==> config.mk <==
export PLATFORM = sky130hd
export DESIGN_NAME = demux_1_4_buf
export DESIGN_NICKNAME = d
export VERILOG_FILES = /design/src/rtl/demux_1_4_buf.sv
export SDC_FILE = /design/constraint.sdc
export NUM_CORES = 1
export LEC_CHECK = 0
export ABC_AREA = 1
export CORE_AREA = 2 2 74 76
export CTS_CLUSTER_SIZE = 30
export DETAILED_ROUTE_END_ITERATION = 16
export DIE_AREA = 0 0 76 78
export GPL_TIMING_DRIVEN = 0
export HOLD_SLACK_MARGIN = 0.1
export PLACE_DENSITY_LB_ADDON = 0.3
export SETUP_SLACK_MARGIN = 0.1
export SYNTH_ARGS = -nofsm -noshare
export SYNTH_HDL_FRONTEND = slang
export SYNTH_SLANG_ARGS = --single-unit
==> constraint.sdc <==
create_clock -name clk -period 2.3 [get_ports clk]
set_input_delay 0.46 -clock clk [delete_from_list [all_inputs] [get_ports clk]]
set_output_delay 0.46 -clock clk [all_outputs]
set_load 0.1 [all_outputs]
==> src/rtl/demux_1_4_buf.sv <==
// 1-to-4 buffered distributor: one valid/ready producer stream routed by SEL into four 2-entry FIFOs.
// Optional build macro DEMUX_BCAST_EN adds a bcast input that pushes one word into all four channels.
module demux_1_4_buf #(
    parameter int N = 4
) (
    input  logic         clk,
    input  logic         rst,
`ifdef DEMUX_BCAST_EN
    input  logic         bcast,
`endif
    input  logic [N-1:0] X,
    input  logic [1:0]   SEL,
    input  logic         in_valid,
    output logic         in_ready,
    output logic [N-1:0] A,
    output logic [N-1:0] B,
    output logic [N-1:0] C,
    output logic [N-1:0] D,
    output logic [3:0]   out_valid,
    input  logic [3:0]   out_ready,
    output logic [1:0]   cnt_A,
    output logic [1:0]   cnt_B,
    output logic [1:0]   cnt_C,
    output logic [1:0]   cnt_D
);

    logic [N-1:0] mem [4][2];
    logic [N-1:0] head [4];
    logic [1:0]   cnt [4];
    logic [3:0]   wptr;
    logic [3:0]   rptr;
    logic [3:0]   push;
    logic [3:0]   pop;
    logic         bcast_on;
    logic         accept;

`ifdef DEMUX_BCAST_EN
    assign bcast_on = bcast;
`else
    assign bcast_on = 1'b0;
`endif

    // Ready looks only at registered occupancy and SEL, never at out_ready.
    always_comb begin
        // NOTE: every always_comb output gets a default first so no path can infer a latch.
        in_ready = 1'b0;
        if (!rst) begin
            if (bcast_on) begin
                in_ready = (cnt[0] < 2'd2) && (cnt[1] < 2'd2) &&
                           (cnt[2] < 2'd2) && (cnt[3] < 2'd2);
            end else begin
                in_ready = (cnt[SEL] < 2'd2);
            end
        end
    end

    assign accept = in_valid && in_ready;

    always_comb begin
        push      = '0;
        pop       = '0;
        out_valid = '0;
        for (int k = 0; k < 4; k++) begin
            push[k]      = accept && (bcast_on || (SEL == 2'(k)));
            out_valid[k] = (cnt[k] != 2'd0);
            pop[k]       = out_valid[k] && out_ready[k];
            head[k]      = out_valid[k] ? mem[k][rptr[k]] : '0;
        end
    end

    always_ff @(posedge clk) begin
        if (rst) begin
            wptr <= '0;
            rptr <= '0;
            for (int k = 0; k < 4; k++) begin
                cnt[k] <= 2'd0;
            end
        end else begin
            for (int k = 0; k < 4; k++) begin
                if (push[k]) wptr[k] <= ~wptr[k];
                if (pop[k])  rptr[k] <= ~rptr[k];
                case ({push[k], pop[k]})
                    2'b10:   cnt[k] <= cnt[k] + 2'd1;
                    2'b01:   cnt[k] <= cnt[k] - 2'd1;
                    default: cnt[k] <= cnt[k];
                endcase
            end
        end
    end

    // NOTE: storage is left unreset; empty channels mask their data output to zero,
    // so stale entries are never observable.
    always_ff @(posedge clk) begin
        for (int k = 0; k < 4; k++) begin
            if (push[k]) mem[k][wptr[k]] <= X;
        end
    end

    assign A     = head[0];
    assign B     = head[1];
    assign C     = head[2];
    assign D     = head[3];
    assign cnt_A = cnt[0];
    assign cnt_B = cnt[1];
    assign cnt_C = cnt[2];
    assign cnt_D = cnt[3];

endmodule

==> metrics.txt, run 1 <==
run status=finished clean; row count=26; signed area change from the synthesized netlist to the final layout=37.5%; share of the yosys chip area belonging to registers=60.4%; number of cells on the critical path=1; delay of the slowest cell on the worst path=890 ps; cell area power density=915 nW/um^2; R2R Path End=cnt[1][1]$_SDFFCE_PN0P_; Die Wd=76 um; CP Launch Point=cnt[2][1]$_SDFFCE_PN0P_; worst clock skew=2.23 ps; dominant combinational cell family by area after synthesis=simple AND/OR/NAND/NOR gates; via count of the first global-routing pass=1580; Residual DRC=0; CTS max path bufs=2; top achievable clock speed=0.473 GHz; I/O pin total=42; period utilization=91.9%; depth of the worst register-to-register path=10; largest net degree at the start of global routing=16; cell type with the highest aggregate area in the netlist=sky130_fd_sc_hd__edfxtp_1; clock tree from TritonCTS=done; number of sinks handled by clock tree synthesis=48; average wire per standard cell=12.5 um; Crit-path slowest cell=sky130_fd_sc_hd__dlygate4sd2_1; number of inserted diodes=0; share of post-route cells with drive strength above 1=32.6%; data arrival time of the critical path=1650 ps; capture point of the worst path=cnt_C[1]; share of synthesized registers carrying an async set or reset=0%; count of distinct cell types in the synthesized netlist=21; wire length after detailed routing=4310 um; number of hold-repair buffers added at the cts stage=0; Placed Cells incl. Taps=337; Post-Syn Nets=250; setup repair after global routing missed its margin=false; clock share of power=16.7%; setup slack of the worst register-to-register path=310 ps; max-cap viol count=0; half-perimeter wire length after detailed placement=3390 um; fraction of the mapped netlist area in compound gates=8.10%; H-Tree Depth=2; die height=78 um; count of buffers from port buffering=39; switching share of power=47.2%; Worst setup EP type=output pin; crit start category=flip-flop; overall overflow remaining after global route=0; number of detailed-routing iterations run before antenna repair=4; switching pwr=1.34 mW; worst-case hold slack=544 ps; maximum vdd ir drop=0.000478 V; final count of pins violating max slew=0; clk_lat worst skew=290 ps; number of enable-type register cells in the synthesized netlist=40; gate count after technology mapping=228; worst max-slew margin expressed relative to the limit=36.4%; worst setup path class=reg -> out; clock tree root driver cell=sky130_fd_sc_hd__clkbuf_8; area share of and/or/nand/nor cells after synthesis=19.5%; relative contribution of sequential cells to total power=37.3%; final hold violation count=0; routability-driven placement congestion ratio=0.798; Leakage=1.25 nW; Clk pin slew, worst setup/hold paths=80 ps; Internal=1.50 mW; combined global-route utilization of all metal layers=15.2%; initial standard-cell utilization of the core=44.7%; detailed-route via count=1701; average size of a mapped cell=9.89 sq um; post-synthesis instance area=2250 sq um; synth top area cells=sky130_fd_sc_hd__edfxtp_1 53%, sky130_fd_sc_hd__nand2_1 7.3%, sky130_fd_sc_hd__dfxtp_1 7.1%, sky130_fd_sc_hd__inv_1 5.8%, sky130_fd_sc_hd__ha_1 5.0%; most instantiated library cell after synthesis=sky130_fd_sc_hd__nand2_1; final non-filler cell total=346; crit-path leading delay family=buffers and inverters; drt via density=4.92; worst hold path type=reg -> reg; Yosys reg bits=48; share of the synthesized area in the top cell type=53.3%; Num CTS Buffers=5; Worst Path Required=1840 ps; number of setup violations in the final report=0; most used standard cells in the synthesized netlist=44 x sky130_fd_sc_hd__nand2_1, 40 x sky130_fd_sc_hd__edfxtp_1, 35 x sky130_fd_sc_hd__inv_1; wire length of the first global-routing pass=7200 um; register cell area after layout=1360 sq um; total number of nets in the final design=297; buffering stage count on the worst path with inverters included=1; mux share of post-synthesis cell area=0%; Std-Cell Core Area=5040 sq um; Starting DRT DRC Count=99; multi-input gate area in the final layout=1000 sq um; dominant synthesized flop cell=sky130_fd_sc_hd__edfxtp_1; Tmin final=2110 ps; crit-path max FO=4; adder-cell share of the synthesized area=4.99%; fill cell instance count of the final layout=412; worst-path cell chain=dlygate4sd2_1; share of the core filled with cells in the final layout=61.5%; overall die area=5930 sq um; antenna violations before repair=0; critical register-to-register path startpoint=cnt[1][1]$_SDFFCE_PN0P_; part of the total power dissipated in combinational logic=46.0%; Synth warnings=0; Layout Cell Area excl Fill=3100 sq um; XOR/XNOR Fraction of Synth Area=0%; slew at the pin closest to its max-slew limit=958 ps; final antenna-violating net count=0; Area after DPL=3020 sq um
[routing by layer]
layer	part of all wire, %	GRT usage, %
met3	4.0	2.56
met4	1.3	5.82
met1	47	19.9
met5	0	0
met2	47	25.3
[registers in the layout (all words and copies together), names as in the netlist]
signal	count
wptr	4
rptr	4
mem	32
cnt	8
[power by group through the flow]
stage	clock network, mW	registers, mW	logic [mW]
after CTS	0.478	1.06	1.29
after detailed placement	0	1.08	1.34
final	0.475	1.06	1.31
after global placement	0	1.08	1.33
after global routing	0.521	1.06	1.37
after floorplan	0	1.26	0.886
[metrics by stage]
step	setup TNS [ps]	worst slack (ps)	power, mW
2_1_floorplan	-9060	-469	2.14
3_3_place_gp	-5800	-822	2.41
3_5_place_dp	-6680	-831	2.42
4_1_cts	0	115	2.83
5_1_grt	0	104	2.95
6_report	0	187	2.84
[layout make-up]
cell class | count | area share, %
Sequential cell | 48 | 43.9
Inverter | 39 | 5.33
Buffer | 3 | 0.404
Timing Repair Buffer | 40 | 12.3
Tap cell | 70 | 2.82
Clock inverter | 3 | 0.605
Multi-Input combinational cell | 138 | 32.4
Clock buffer | 5 | 2.22
[worst min-delay path by stage]
stage                                 to                  from  slack [ps]  depth (start not counted)
detailed placement  wptr[1]$_SDFFE_PP0N_  wptr[1]$_SDFFE_PP0N_         530                          4
CTS                 wptr[1]$_SDFFE_PP0N_  wptr[1]$_SDFFE_PP0N_         540                          4
finish              wptr[1]$_SDFFE_PP0N_  wptr[1]$_SDFFE_PP0N_         540                          4
global placement    wptr[2]$_SDFFE_PP0N_  wptr[2]$_SDFFE_PP0N_         510                          4
floorplan           wptr[3]$_SDFFE_PP0N_  wptr[3]$_SDFFE_PP0N_         500                          4
global route        wptr[1]$_SDFFE_PP0N_  wptr[1]$_SDFFE_PP0N_         560                          4
[cell families after synthesis]
logic type	Yosys count
AND/OR/NAND/NOR	93
flip-flops	48
buffers and inverters	42
AO/OA/AOI/OAI	36
adder cells (fa/ha/maj)	9
[layout by cell type (no fill, tap or decap), types with 4 or more instances in the layout]
cell / count
sky130_fd_sc_hd__clkdlybuf4s50_1: 8
sky130_fd_sc_hd__a21oi_4: 4
sky130_fd_sc_hd__o21ai_1: 9
sky130_fd_sc_hd__dlygate4sd2_1: 9
sky130_fd_sc_hd__nor2_4: 8
sky130_fd_sc_hd__inv_2: 8
sky130_fd_sc_hd__buf_2: 4
sky130_fd_sc_hd__clkdlybuf4s15_2: 13
sky130_fd_sc_hd__nand2_1: 41
sky130_fd_sc_hd__inv_1: 27
sky130_fd_sc_hd__a21oi_2: 8
sky130_fd_sc_hd__clkbuf_8: 5
sky130_fd_sc_hd__clkbuf_4: 5
sky130_fd_sc_hd__a21oi_1: 8
sky130_fd_sc_hd__dfxtp_1: 8
sky130_fd_sc_hd__ha_1: 4
sky130_fd_sc_hd__nor3_1: 4
sky130_fd_sc_hd__nand4_1: 4
sky130_fd_sc_hd__o21ai_2: 5
sky130_fd_sc_hd__clkinvlp_4: 5
sky130_fd_sc_hd__nor2_1: 18
sky130_fd_sc_hd__edfxtp_1: 40
[timing repair]
action / in CTS / in global routing
setup buffers: 0 / 1
gates resized for setup: 85 / 11
endpoints found under the setup margin: 40 / 13
pin swaps: 0 / 1
(Power assumes the default switching activity.)
==> run 2, diff against run 1 <==
GPL_ROUTABILITY_DRIVEN = 1   (was default)
PLACE_DENSITY = 0.69   (was default)
PLACE_DENSITY_LB_ADDON = default   (was 0.3)
==> run 2 against run 1 <==
Effect of this change: clock power increased by 26%; sequential share of layout area shrank 0.39 points; critical path depth unchanged; die area unchanged; via count is 1.9% lower; design area is 0.89% higher; worst hold slack worse by 7.7 ps; routed wire length rose by 3.7%; total power rose by 4.5%; highest routed layer unchanged; sequential cell count unchanged; non-clock buffer count increased by 1.
==> metrics.txt, run 2 (synthesis gave the netlist of run 1 again) <==
row count=26 (unchanged); crit start category=flip-flop; final count of pins violating max slew=0 (unchanged); total negative slack for setup checks=0 ps (unchanged); drt via density=4.81 (-2.2%); initial standard-cell utilization of the core=44.7% (unchanged); count of buffers from port buffering=39 (unchanged); maximum vdd ir drop=0.000516 V (+8.1%); average wire per standard cell=12.9 um (+3.4%); crit-path leading delay family=buffers and inverters; dpl ws=-841 ps (-10.2 ps); number of setup violations in the final report=0 (unchanged); number of inserted diodes=0 (unchanged); via count of the first global-routing pass=1633 (+3.4%); most frequent cells in the layout=41 x sky130_fd_sc_hd__nand2_1, 40 x sky130_fd_sc_hd__edfxtp_1, 27 x sky130_fd_sc_hd__inv_1; signed area change from the synthesized netlist to the final layout=38.7%; R2R Path End=cnt[0][1]$_SDFFCE_PN0P_; wire length of the first global-routing pass=7910 um (+9.9%); worst min-delay path endpoint=wptr[0]$_SDFFE_PP0N_; Die Wd=76 um (unchanged); hold path startpoint=wptr[0]$_SDFFE_PP0N_; half-perimeter wire length after detailed placement=3510 um (+3.5%); run status=finished clean; switching pwr=1.35 mW (+0.81%); wire length after detailed routing=4470 um (+3.7%); overall die area=5930 sq um (unchanged); share of the core filled with cells in the final layout=62.0% (+0.55 points); Crit-path slowest cell=sky130_fd_sc_hd__dlygate4sd2_1; slew at the pin closest to its max-slew limit=957 ps (-0.176 ps); Clk pin slew, worst setup/hold paths=90 ps (about the same); max-cap viol count=0 (unchanged); worst setup path class=reg -> out; combined global-route utilization of all metal layers=17.1% (+1.9 points); Num CTS Buffers=5 (unchanged); worst max-slew margin expressed relative to the limit=36.4% (about the same); clock tree from TritonCTS=done; share of post-route cells with drive strength above 1=32.5% (-0.12 points); Starting DRT DRC Count=106 (+7.1%); die height=78 um (unchanged); Placed Cells incl. Taps=337 (unchanged); Internal=1.61 mW (+7.7%); Worst Path Required=1840 ps (about the same); Std-Cell Core Area=5040 sq um (unchanged); relative contribution of sequential cells to total power=35.6% (-1.7 points); clock tree root driver cell=sky130_fd_sc_hd__clkbuf_8; switching share of power=45.5% (-1.7 points); Tmin final=2120 ps (+8.27 ps); clock share of power=20.2% (+3.5 points); total number of nets in the final design=298 (+0.34%); antenna violations before repair=0 (unchanged); Residual DRC=0 (unchanged); number of sinks handled by clock tree synthesis=48 (unchanged); depth of the worst register-to-register path=10 (unchanged); Layout Cell Area excl Fill=3130 sq um (+0.89%); setup repair after global routing missed its margin=false; hold path depth=4 (unchanged); delay of the slowest cell on the worst path=890 ps (about the same); H-Tree Depth=2 (unchanged); routability-driven placement congestion ratio=0.778 (-2.6%); crit-path max FO=4 (unchanged); worst-path cell chain=dlygate4sd2_1; most frequent standard cell in the layout excluding fill and tap cells=sky130_fd_sc_hd__nand2_1; worst clock skew=4.12 ps (+1.88 ps); buffering stage count on the worst path with inverters included=1 (unchanged); Leakage=1.27 nW (+2.0%); post-route setup slack=179 ps (-8.27 ps); flip-flop count of the largest register, all copies and words added=32 (unchanged); period utilization=92.2% (+0.36 points); fill cell instance count of the final layout=441 (+7.0%); number of detailed-routing iterations run before antenna repair=4 (unchanged); setup slack of the worst register-to-register path=290 ps (-20 ps); detailed-route via count=1668 (-1.9%); clk_lat worst skew=300 ps (about the same); final antenna-violating net count=0 (unchanged); Worst setup EP type=output pin; final hold violation count=0 (unchanged); cell area power density=947 nW/um^2 (+3.6%); worst hold path type=reg -> reg; part of the total power dissipated in combinational logic=44.2% (-1.8 points); top achievable clock speed=0.471 GHz (-0.39%); Area after DPL=3020 sq um (unchanged); final non-filler cell total=347 (+0.29%); worst-case hold slack=537 ps (-7.72 ps); data arrival time of the critical path=1660 ps (about the same); total chip power=2.96 mW (+4.5%); I/O pin total=42 (unchanged); CTS max path bufs=2 (unchanged); overall overflow remaining after global route=0 (unchanged); critical register-to-register path startpoint=cnt[1][1]$_SDFFCE_PN0P_; largest net degree at the start of global routing=16 (unchanged)
-- run 2: cell count changes in the layout (fill, tap and decap cells not counted), sizes merged --
| cell | previous run | this run |
|---|---|---|
| clkinv | 1 | 2 |
| clkdlybuf4s15 | 13 | 11 |
| clkdlybuf4s18 | 0 | 1 |
| bufinv | 0 | 1 |
| clkinvlp | 5 | 3 |
| dlygate4sd2 | 9 | 10 |
| clkbuf | 13 | 10 |
| buf | 5 | 9 |
-- run 2: worst max path at each step --
stage                                        from       end  slack (ps)  cells after the start
after floorplan               cnt[3][1]$_DFFE_PP_      D[0]        -470                      5
after global placement                     SEL[0]  in_ready        -810                      6
after detailed placement                   SEL[0]  in_ready        -840                      6
after CTS                     cnt[3][1]$_DFFE_PP_      D[1]         110                      6
after global routing         rptr[2]$_SDFFE_PP0P_      C[3]         100                      4
final                     cnt[2][1]$_SDFFCE_PN0P_  cnt_C[1]         180                      1
-- run 2: area by class of cell --
class                      instances  area, sq um  area share (%)
sequential                        48         1360            43.5
multi-input combinational        138         1000            32.1
timing repair buffer              41          387            12.4
inverter                          39          165            5.28
tap                               70         87.6            2.80
clock buffer                       5         68.8            2.20
clock inverter                     3         42.5            1.36
buffer                             3         12.5           0.400
-- run 2: timing repair --
item,4_1_cts,5_1_grt
hold buffers,0,0
pin swaps,1,1
setup endpoints to repair,40,10
setup buffers,0,2
resized for setup,87,10
-- run 2: metal layers --
| metal | up-vias | global-route usage, % | wire (um) |
|---|---|---|---|
| met4 | 0 | 6.55 | 71 |
| met3 | 4 | 3.26 | 143 |
| li1 | 859 | - | - |
| met2 | 29 | 26.1 | 2060 |
| met5 | - | 0 | 0 |
| met1 | 776 | 24.2 | 2200 |
-- run 2: power groups by stage --
stage               registers [mW]  clock network, mW  logic [mW]
finish                        1.06              0.598        1.31
CTS                           1.06              0.610        1.29
global route                  1.06              0.645        1.38
detailed placement            1.08                  0        1.34
floorplan                     1.26                  0       0.886
global placement              1.08                  0        1.33
==> run 3, diff against run 2 <==
==> constraint.sdc (replaced) <==
create_clock -name clk -period 2.3 [get_ports clk]
set_input_delay 0.46 -clock clk [delete_from_list [all_inputs] [get_ports clk]]
set_output_delay 0.46 -clock clk [all_outputs]
set_load 0.05 [all_outputs]
==> run 3 against run 2 <==
Effect of this change: total power down 21%; register-to-register slack better by 90 ps; non-clock buffer count down 2; utilization down 5.7 points; sequential power about the same; worst setup slack better by 53 ps; sequential share of layout area up 4.4 points; via count down 3.2%; global-route usage down 1.6 points; critical endpoint is now C[1]; largest power group is now registers.
==> metrics.txt, run 3 (synthesis gave the netlist of run 1 again) <==
initial standard-cell utilization of the core=44.7% (unchanged); setup repair after global routing missed its margin=false; flip-flop count of the largest register, all copies and words added=32 (unchanged); total number of nets in the final design=296 (-0.67%); GR Layer Usage met3=4.30% (+1.0 points); busiest layer in global routing=met2; via count of the first global-routing pass=1558 (-4.6%); worst max-slew margin expressed relative to the limit=65.9% (+29 points); worst hold path type=reg -> reg; CTS max path bufs=2 (unchanged); post-route setup slack=232 ps (+52.9 ps); depth of the worst register-to-register path=10 (unchanged); data arrival time of the critical path=1610 ps (-50 ps); worst clock skew=4.24 ps (+0.125 ps); most frequent standard cell in the layout excluding fill and tap cells=sky130_fd_sc_hd__nand2_1; Leakage=1.26 nW (-1.2%); drt via density=4.68 (-2.6%); crit-path leading delay family=buffers and inverters; max-cap viol count=0 (unchanged); worst setup path class=reg -> out; delay of the slowest cell on the worst path=550 ps (-340 ps); cell area power density=829 nW/um^2 (-13%); worst min-delay path endpoint=wptr[0]$_SDFFE_PP0N_; Worst setup EP type=output pin; routability-driven placement congestion ratio=0.727 (-6.6%); final non-filler cell total=345 (-0.58%); Tmin final=2070 ps (-52.9 ps); final hold violation count=0 (unchanged); wire length after detailed routing=4360 um (-2.4%); # Post-CTS Setup Buffers=0 (unchanged); overall overflow remaining after global route=0 (unchanged); count of buffers from port buffering=39 (unchanged); signed area change from the synthesized netlist to the final layout=25.9%; I/O pin total=42 (unchanged); detailed-route via count=1615 (-3.2%); period utilization=89.9% (-2.3 points); met2 Resource Use GR=28.2% (+2.1 points); critical register-to-register path startpoint=cnt[1][1]$_SDFFCE_PN0P_; dpl ws=-592 ps (+249 ps); clock tree root driver cell=sky130_fd_sc_hd__clkbuf_8; Num CTS Buffers=5 (unchanged); fill cell instance count of the final layout=457 (+3.6%); Die Wd=76 um (unchanged); die height=78 um (unchanged); hold path depth=4 (unchanged); R2R Path End=cnt[0][1]$_SDFFCE_PN0P_; hold path startpoint=wptr[0]$_SDFFE_PP0N_; buffering stage count on the worst path with inverters included=2 (+1); run status=finished clean; number of detailed-routing iterations run before antenna repair=4 (unchanged); number of inserted diodes=0 (unchanged); Placed Cells incl. Taps=337 (unchanged); largest net degree at the start of global routing=16 (unchanged); clk_lat worst skew=300 ps (about the same); maximum vdd ir drop=0.000434 V (-16%); Worst Path Required=1840 ps (about the same); number of setup violations in the final report=0 (unchanged); slew at the pin closest to its max-slew limit=510 ps (-447 ps); Clk pin slew, worst setup/hold paths=90 ps (about the same); clock tree from TritonCTS=done; final count of pins violating max slew=0 (unchanged); half-perimeter wire length after detailed placement=3350 um (-4.3%); setup slack of the worst register-to-register path=380 ps (+90 ps); worst-path cell chain=inv_1 -> nand2_1 -> a21oi_1 -> dlygate4sd2_1; average wire per standard cell=12.6 um (-1.8%); Starting DRT DRC Count=79 (-25%); wire length of the first global-routing pass=7140 um (-9.7%); top achievable clock speed=0.483 GHz (+2.6%); Std-Cell Core Area=5040 sq um (unchanged); number of hold-repair buffers added at the cts stage=0 (unchanged); H-Tree Depth=2 (unchanged); crit-path max FO=6 (+2); most frequent cells in the layout=44 x sky130_fd_sc_hd__nand2_1, 40 x sky130_fd_sc_hd__edfxtp_1, 32 x sky130_fd_sc_hd__inv_1; final antenna-violating net count=0 (unchanged); number of sinks handled by clock tree synthesis=48 (unchanged); overall die area=5930 sq um (unchanged); combined global-route utilization of all metal layers=15.5% (-1.6 points); share of post-route cells with drive strength above 1=14.9% (-18 points); Crit-path slowest cell=sky130_fd_sc_hd__dlygate4sd2_1; share of the core filled with cells in the final layout=56.3% (-5.7 points); Residual DRC=0 (unchanged); antenna violations before repair=0 (unchanged); row count=26 (unchanged); met1 Track Usage GR=17.5% (-6.7 points); crit start category=flip-flop; worst-case hold slack=539 ps (+2.64 ps)
[run 3: where the power goes]
group	internal, mW	switching, mW
sequential	0.997	0.0487
clock	0.243	0.272
combinational	0.212	0.579
[run 3: worst min-delay path, cell delays in order, from the launching register on]
cell and delay (ps):
sky130_fd_sc_hd__dfxtp_1 330, sky130_fd_sc_hd__inv_1 50, sky130_fd_sc_hd__nand2_1 40, sky130_fd_sc_hd__inv_1 40, sky130_fd_sc_hd__nor2_1 30
[run 3: area by class of cell]
cell class | count | area [sq um] | area share, %
buffer | 3 | 12.5 | 0.441
inverter | 39 | 150 | 5.29
clock inverter | 2 | 15.0 | 0.529
sequential | 48 | 1360 | 48.0
multi-input combinational | 138 | 787 | 27.7
clock buffer | 6 | 82.6 | 2.91
tap | 70 | 87.6 | 3.09
timing repair buffer | 39 | 343 | 12.1
[run 3: how the worst max path moves through the flow]
| stage | startpoint | end | slack [ps] | depth (start not counted) |
|---|---|---|---|---|
| 3_5_place_dp | SEL[1] | in_ready | -590 | 6 |
| 4_1_cts | cnt[3][1]$_DFFE_PP_ | D[0] | 100 | 6 |
| 5_1_grt | rptr[2]$_SDFFE_PP0P_ | C[1] | 120 | 4 |
| 2_1_floorplan | cnt[3][0]$_DFFE_PP_ | cnt[3][0]$_DFFE_PP_ | 110 | 6 |
| 6_report | rptr[2]$_SDFFE_PP0P_ | C[1] | 230 | 4 |
| 3_3_place_gp | SEL[1] | in_ready | -580 | 6 |
[run 3: through the flow]
step	power, mW	area, sq um	setup TNS (ps)
after global placement	1.90	2770	-4140
after global routing	2.47	2840	0
after floorplan	1.63	2300	0
final	2.35	2840	0
after CTS	2.38	2850	0
after detailed placement	1.91	2770	-4860
[run 3: layer usage]
metal,vias to the layer above,part of all wire (%)
li1,849,-
met1,728,44
met2,31,51
met3,7,4.0
met4,0,1.3
met5,-,0
[run 3: timing repair]
item | CTS | global route
endpoints found under the hold margin | 0 | 0
resized for setup | 37 | 10
gates cloned | 0 | 0
setup endpoints to repair | 34 | 10
